==> src/rtl/cpu_pkg.sv <==
// Shared CPU definitions: datapath widths, reset PC, fetch FSM encoding
// and the opcodes the decoder/control uses to raise halt or redirect.
package cpu_pkg;

  // Datapath widths and reset program counter
  localparam int ADDR_W   = 8;
  localparam int INSTR_W  = 8;
  localparam int RESET_PC = 32'd0;

  // Fetch stage FSM encoding
  typedef enum logic [1:0] {
    IDLE  = 2'd0,
    FETCH = 2'd1,
    WAIT  = 2'd2,
    HOLD  = 2'd3
  } fetch_state_t;

  // Opcodes that feed back into fetch: HALT drives halt, jumps drive redirect
  localparam logic [7:0] OP_HALT = 8'hFF;
  localparam logic [7:0] OP_JMP  = 8'hE0;
  localparam logic [7:0] OP_JZ   = 8'hE1;
  localparam logic [7:0] OP_JNZ  = 8'hE2;

endpackage

==> src/rtl/instruction_fetch.sv <==
// Instruction fetch stage: owns the program counter, reads the synchronous
// instruction memory (one-cycle latency) and presents each instruction to
// the decoder through an ir/ir_valid/ir_ready handshake. Redirects from
// execute reload the PC and flush whatever fetch is in progress.
module instruction_fetch #(
  parameter int                ADDR_W   = cpu_pkg::ADDR_W,
  parameter int                INSTR_W  = cpu_pkg::INSTR_W,
  parameter logic [ADDR_W-1:0] RESET_PC = ADDR_W'(cpu_pkg::RESET_PC)
) (
  input  logic               clk,
  input  logic               rst,
  input  logic               en,
  input  logic               halt,
  input  logic               redirect,
  input  logic [ADDR_W-1:0]  redirect_addr,
  output logic [ADDR_W-1:0]  imem_addr,
  output logic               imem_rd,
  input  logic [INSTR_W-1:0] imem_data,
  output logic [INSTR_W-1:0] ir,
  output logic [ADDR_W-1:0]  ir_pc,
  output logic               ir_valid,
  input  logic               ir_ready,
  output logic [ADDR_W-1:0]  pc,
  output logic               busy
);

  import cpu_pkg::fetch_state_t;
  import cpu_pkg::IDLE;
  import cpu_pkg::FETCH;
  import cpu_pkg::WAIT;
  import cpu_pkg::HOLD;

  fetch_state_t       state_r;
  fetch_state_t       next_state_s;
  logic               run_s;
  logic               transfer_s;
  logic [ADDR_W-1:0]  pc_r;
  logic [INSTR_W-1:0] ir_r;
  logic [ADDR_W-1:0]  ir_pc_r;
  logic               ir_valid_r;
  logic               imem_rd_s;
  logic               busy_s;
  logic               imem_rd_r;
  logic               busy_r;

  // PC increment wraps naturally at 2^ADDR_W; no overflow flag is kept
  function automatic logic [ADDR_W-1:0] pc_inc(input logic [ADDR_W-1:0] cur);
    return cur + {{(ADDR_W-1){1'b0}}, 1'b1};
  endfunction

  // halt behaves exactly like en=0; a transfer is the handshake completing
  assign run_s      = en & ~halt;
  assign transfer_s = ir_valid_r & ir_ready;

  // FSM state register
  always_ff @(posedge clk) begin
    if (rst) begin
      state_r <= IDLE;
    end else begin
      state_r <= next_state_s;
    end
  end

  // FSM next-state logic; redirect overrides every state
  always_comb begin
    next_state_s = state_r;
    if (redirect) begin
      next_state_s = run_s ? FETCH : IDLE;
    end else begin
      case (state_r)
        IDLE:    next_state_s = run_s ? FETCH : IDLE;
        FETCH:   next_state_s = WAIT;
        WAIT:    next_state_s = HOLD;
        HOLD: begin
          if (transfer_s) begin
            next_state_s = run_s ? FETCH : IDLE;
          end else begin
            next_state_s = HOLD;
          end
        end
        default: next_state_s = IDLE;
      endcase
    end
  end

  // FSM output decode, computed for the state being entered so the
  // strobes can be registered and still line up with that state
  always_comb begin
    imem_rd_s = 1'b0;
    busy_s    = 1'b0;
    if (next_state_s == FETCH) begin
      imem_rd_s = 1'b1;
    end else begin
      imem_rd_s = 1'b0;
    end
    if (next_state_s != IDLE) begin
      busy_s = 1'b1;
    end else begin
      busy_s = 1'b0;
    end
  end

  // Registered control outputs
  always_ff @(posedge clk) begin
    if (rst) begin
      imem_rd_r <= 1'b0;
      busy_r    <= 1'b0;
    end else begin
      imem_rd_r <= imem_rd_s;
      busy_r    <= busy_s;
    end
  end

  // PC and instruction register: capture in WAIT, release on transfer,
  // and on redirect drop any returning data without advancing the PC
  always_ff @(posedge clk) begin
    if (rst) begin
      pc_r       <= RESET_PC;
      ir_r       <= {INSTR_W{1'b0}};
      ir_pc_r    <= {ADDR_W{1'b0}};
      ir_valid_r <= 1'b0;
    end else if (redirect) begin
      pc_r       <= redirect_addr;
      ir_valid_r <= 1'b0;
    end else begin
      case (state_r)
        WAIT: begin
          ir_r       <= imem_data;
          ir_pc_r    <= pc_r;
          ir_valid_r <= 1'b1;
          pc_r       <= pc_inc(pc_r);
        end
        HOLD: begin
          if (transfer_s) begin
            ir_valid_r <= 1'b0;
          end else begin
            ir_valid_r <= ir_valid_r;
          end
        end
        default: begin
          ir_valid_r <= ir_valid_r;
        end
      endcase
    end
  end

  assign imem_addr = pc_r;
  assign imem_rd   = imem_rd_r;
  assign ir        = ir_r;
  assign ir_pc     = ir_pc_r;
  assign ir_valid  = ir_valid_r;
  assign pc        = pc_r;
  assign busy      = busy_r;

endmodule

==> config.mk <==
export PLATFORM = sky130hd
export DESIGN_NAME = instruction_fetch
export DESIGN_NICKNAME = d
export VERILOG_FILES = /design/src/rtl/cpu_pkg.sv /design/src/rtl/instruction_fetch.sv
export SDC_FILE = /design/constraint.sdc
export NUM_CORES = 1
export LEC_CHECK = 0
export BUFFER_PORTS_ARGS = -buffer_cell sky130_fd_sc_hd__clkbuf_2
export CAP_MARGIN = 20
export CORE_MARGIN = 8
export CORE_UTILIZATION = 45
export CTS_BUF_LIST = sky130_fd_sc_hd__clkbuf_16
export DETAILED_ROUTE_END_ITERATION = 8
export PLACE_DENSITY = 0.77
export RECOVER_POWER = 100
export SLEW_MARGIN = 5
export SYNTH_ARGS = -nofsm -noshare
export SYNTH_HDL_FRONTEND = slang
export SYNTH_SLANG_ARGS = --single-unit
==> constraint.sdc <==
create_clock -name clk -period 2.9 [get_ports clk]
set_clock_uncertainty 0.2 [all_clocks]
set_input_delay 0.87 -clock clk [delete_from_list [all_inputs] [get_ports clk]]
set_output_delay 0.87 -clock clk [all_outputs]
set_load 0.02 [all_outputs]
==> flow_metrics.py <==
metrics = {
    "logic_synthesis": {
        "synth-async-reset-ratio_pct": 0,
        "synth_edf_count": 0,
        "synthesis.nets": 176,
        "ys_ff_latch": 29,
        "syn_avg_cell_area_um2": 8.21,
        "synth_area_mm2": 0.00126,
        "synth-main-ff-cell": "dfxtp_1",
        "netlist_instances": 153,
        "synthDistinctLibCells": 37,
        "synth-seq-area-share_pct": 46.2,
        "yosysWarnings": 0,
    },
    "critical_path": {
        "cpMostUsedCell": "clkbuf_1",
        "critPathMaxStageDelay_ps": 530,
        "worst_setup_path_end_kind": "flip-flop",
        "crit_buf_inv": 2,
        "worstSetupStartpointType": "primary input",
        "worstPathRequired_ps": 2900,
        "cp_max_fo": 16,
        "arrival_ps": 2200,
        "critPathKind": "in -> reg",
        "crit_slowest_cell": "clkbuf_1",
        "crit_chain": "clkbuf_1 -> or3b_1 -> clkbuf_1 -> nand2_1 -> a21oi_1",
        "cp_top_family": "buffers and inverters",
    },
    "grt": {
        "busiest_layer": "met2",
        "use_met1_pct": 14.8,
        "grt_usage_pct": 15.7,
        "grtUsageMet2_pct": 27.8,
        "grt_max_degree": 28,
        "grt_overflow_total": 0,
        "grt_use_met3_pct": 7.11,
        "grt_pass1_vias": 1294,
        "antenna_found_initial": 0,
        "grt_pass1_wl_mm": 5.55,
    },
    "pwr": {
        "p_leak_nw": 0.607,
        "ir_drop_uv": 558,
        "p_total_mw": 1.18,
        "powerDensity_mw_per_mm2": 725,
    },
    "clock_network": {
        "cts_tree": "done",
        "cts_buffers": 5,
        "clkSinkCount": 29,
        "cts.root.buffer_cell": "clkbuf_16",
        "cts-hold-fix-buffers": 0,
        "insertion_delay_ps": 270,
        "path_clk_slew_ps": 50,
        "htreeDepth": 2,
        "cts_resized": 0,
        "post_cts_buffers": 0,
        "clk_path_buf_depth": 2,
    },
    "routing": {
        "drc": 0,
        "ant_nets": 0,
        "wire_per_inst_um": 14.5,
        "drt_wl_total_mm": 3.38,
        "vias_per_cell": 5.27,
        "drt_iter0_markers": 79,
        "first_pass_iters": 4,
        "num_vias": 1228,
    },
    "timing": {
        "setup_viol": 0,
        "rsz0062_at_grt": "no",
        "fin_setup_tns_ps": 0,
        "fin_crit_ps": 2210,
        "drv_slew": 0,
        "fin_crit_sh_pct": 76.0,
        "hold_slack_ps": 254,
        "max_slew_margin_pct": 54.1,
        "worst_pin_slew_ps": 689,
        "hold_violations": 0,
        "fmax_mhz": 453,
    },
    "die": {
        "io_pins": 57,
        "core.rowCount": 19,
        "start_util_pct": 46.4,
        "fp.dieArea_mm2": 0.00474,
        "die_w_um": 68.8,
        "chipHeight_um": 68.8,
        "core-area_mm2": 0.00271,
    },
    "min_path": {
        "hold_class": "reg -> reg",
    },
    "finish": {
        "nNetsFinal": 224,
        "num_antenna_cells": 0,
        "drive_gt1_share_pct": 14.9,
        "area_growth_pct": 29.6,
        "fill_cells": 263,
    },
    "run": {
        "cap_violations": 0,
    },
    "placement": {
        "gp_congestion": 0.820,
        "dp_hpwl_mm": 2.43,
        "port_buffers": 56,
    },
    "outcome": {
        "status": "completed",
    },
}
cell type report:
cell class                 instances  area, um2  area share (%)
tap                               31       38.8            2.38
clock inverter                     3       65.1            4.00
clock buffer                       5        125            7.69
sequential                        29        581            35.7
multi-input combinational        103        557            34.2
timing repair buffer              58        246            15.1
inverter                           4       15.0           0.922
registers in the layout (all words and copies together), names as in the netlist:
register,count
imem_rd,1
imem_addr,8
ir_valid,1
state_r,2
busy,1
ir_pc,8
ir,8
worst paths after layout:
kind | start | to | slack, ps | cells past startpoint
max | redirect | ir[0] | 690 | 5
min reg2reg | ir_pc[3] | ir_pc[3] | 250 | 2
max reg2reg | state_r[0] | ir[0] | 1130 | 4
min | ir_pc[3] | ir_pc[3] | 250 | 2
stage by stage:
stage               setup WS, ps  utilization (%)  instances  instance area [um2]
floorplan                    534                -        153                 1260
global placement             616             54.8        225                 1490
detailed placement           587             54.8        225                 1490
CTS                          830             61.9        233                 1680
global route                 440             60.1        233                 1630
finish                       695             60.1        233                 1630
where the power goes:
group          leakage (nW)  internal (mW)  switching (mW)
clock network        0.0938          0.489           0.171
logic                 0.277         0.0318          0.0586
registers             0.236          0.411          0.0177
synthesized netlist by cell type (2+ instances only):
| cell type | n | area share (%) |
|---|---|---|
| buf_2 | 2 | 0.80 |
| dfxtp_1 | 29 | 46 |
| nand3_1 | 2 | 0.80 |
| o21ai_0 | 7 | 2.8 |
| buf_1 | 2 | 0.60 |
| nand2_1 | 35 | 10 |
| nand2b_1 | 3 | 1.5 |
| a211oi_1 | 2 | 1.2 |
| inv_1 | 4 | 1.2 |
| clkbuf_1 | 4 | 1.2 |
| nor2b_1 | 2 | 1.0 |
| or3_1 | 3 | 1.5 |
| buf_4 | 8 | 4.8 |
| a21oi_1 | 20 | 8.0 |
| a31oi_1 | 3 | 1.5 |
| nor2_1 | 6 | 1.8 |
worst min-delay path, stage by stage (launching register included):
cell     delay, ps
dfxtp_1        300
nand2_1         50
a21oi_1         50
cell usage in the layout (no fill, tap or decap), drive strengths merged, types with 2 or more instances in the layout:
cell type / netlist / layout
inv: 4 / 4
a31oi: 3 / 3
or3: 3 / 3
nand3: 2 / 2
nand2: 35 / 35
a21oi: 20 / 20
nand2b: 3 / 3
bufinv: 0 / 2
nor2: 6 / 6
o21ai: 7 / 7
clkbuf: 4 / 62
a211oi: 2 / 2
dfxtp: 29 / 29
nor2b: 2 / 2
cell families after synthesis:
family / Yosys count / synth area share (%)
AND/OR/NAND/NOR: 59 / 22.2
AO/OA/AOI/OAI: 41 / 19.6
flip-flops: 29 / 46.2
buffers and inverters: 21 / 9.46
XOR/XNOR: 1 / 0.697
multiplexers: 1 / 0.797
adder cells (fa/ha/maj): 1 / 0.996
per-layer routing:
metal  routed length (um)  vias up
met1                 1390      562
met3                  271        6
li1                     -      617
met5                    0        -
met4                   43        0
met2                 1680       43
No activity file was read; power rests on OpenSTA's default activity.
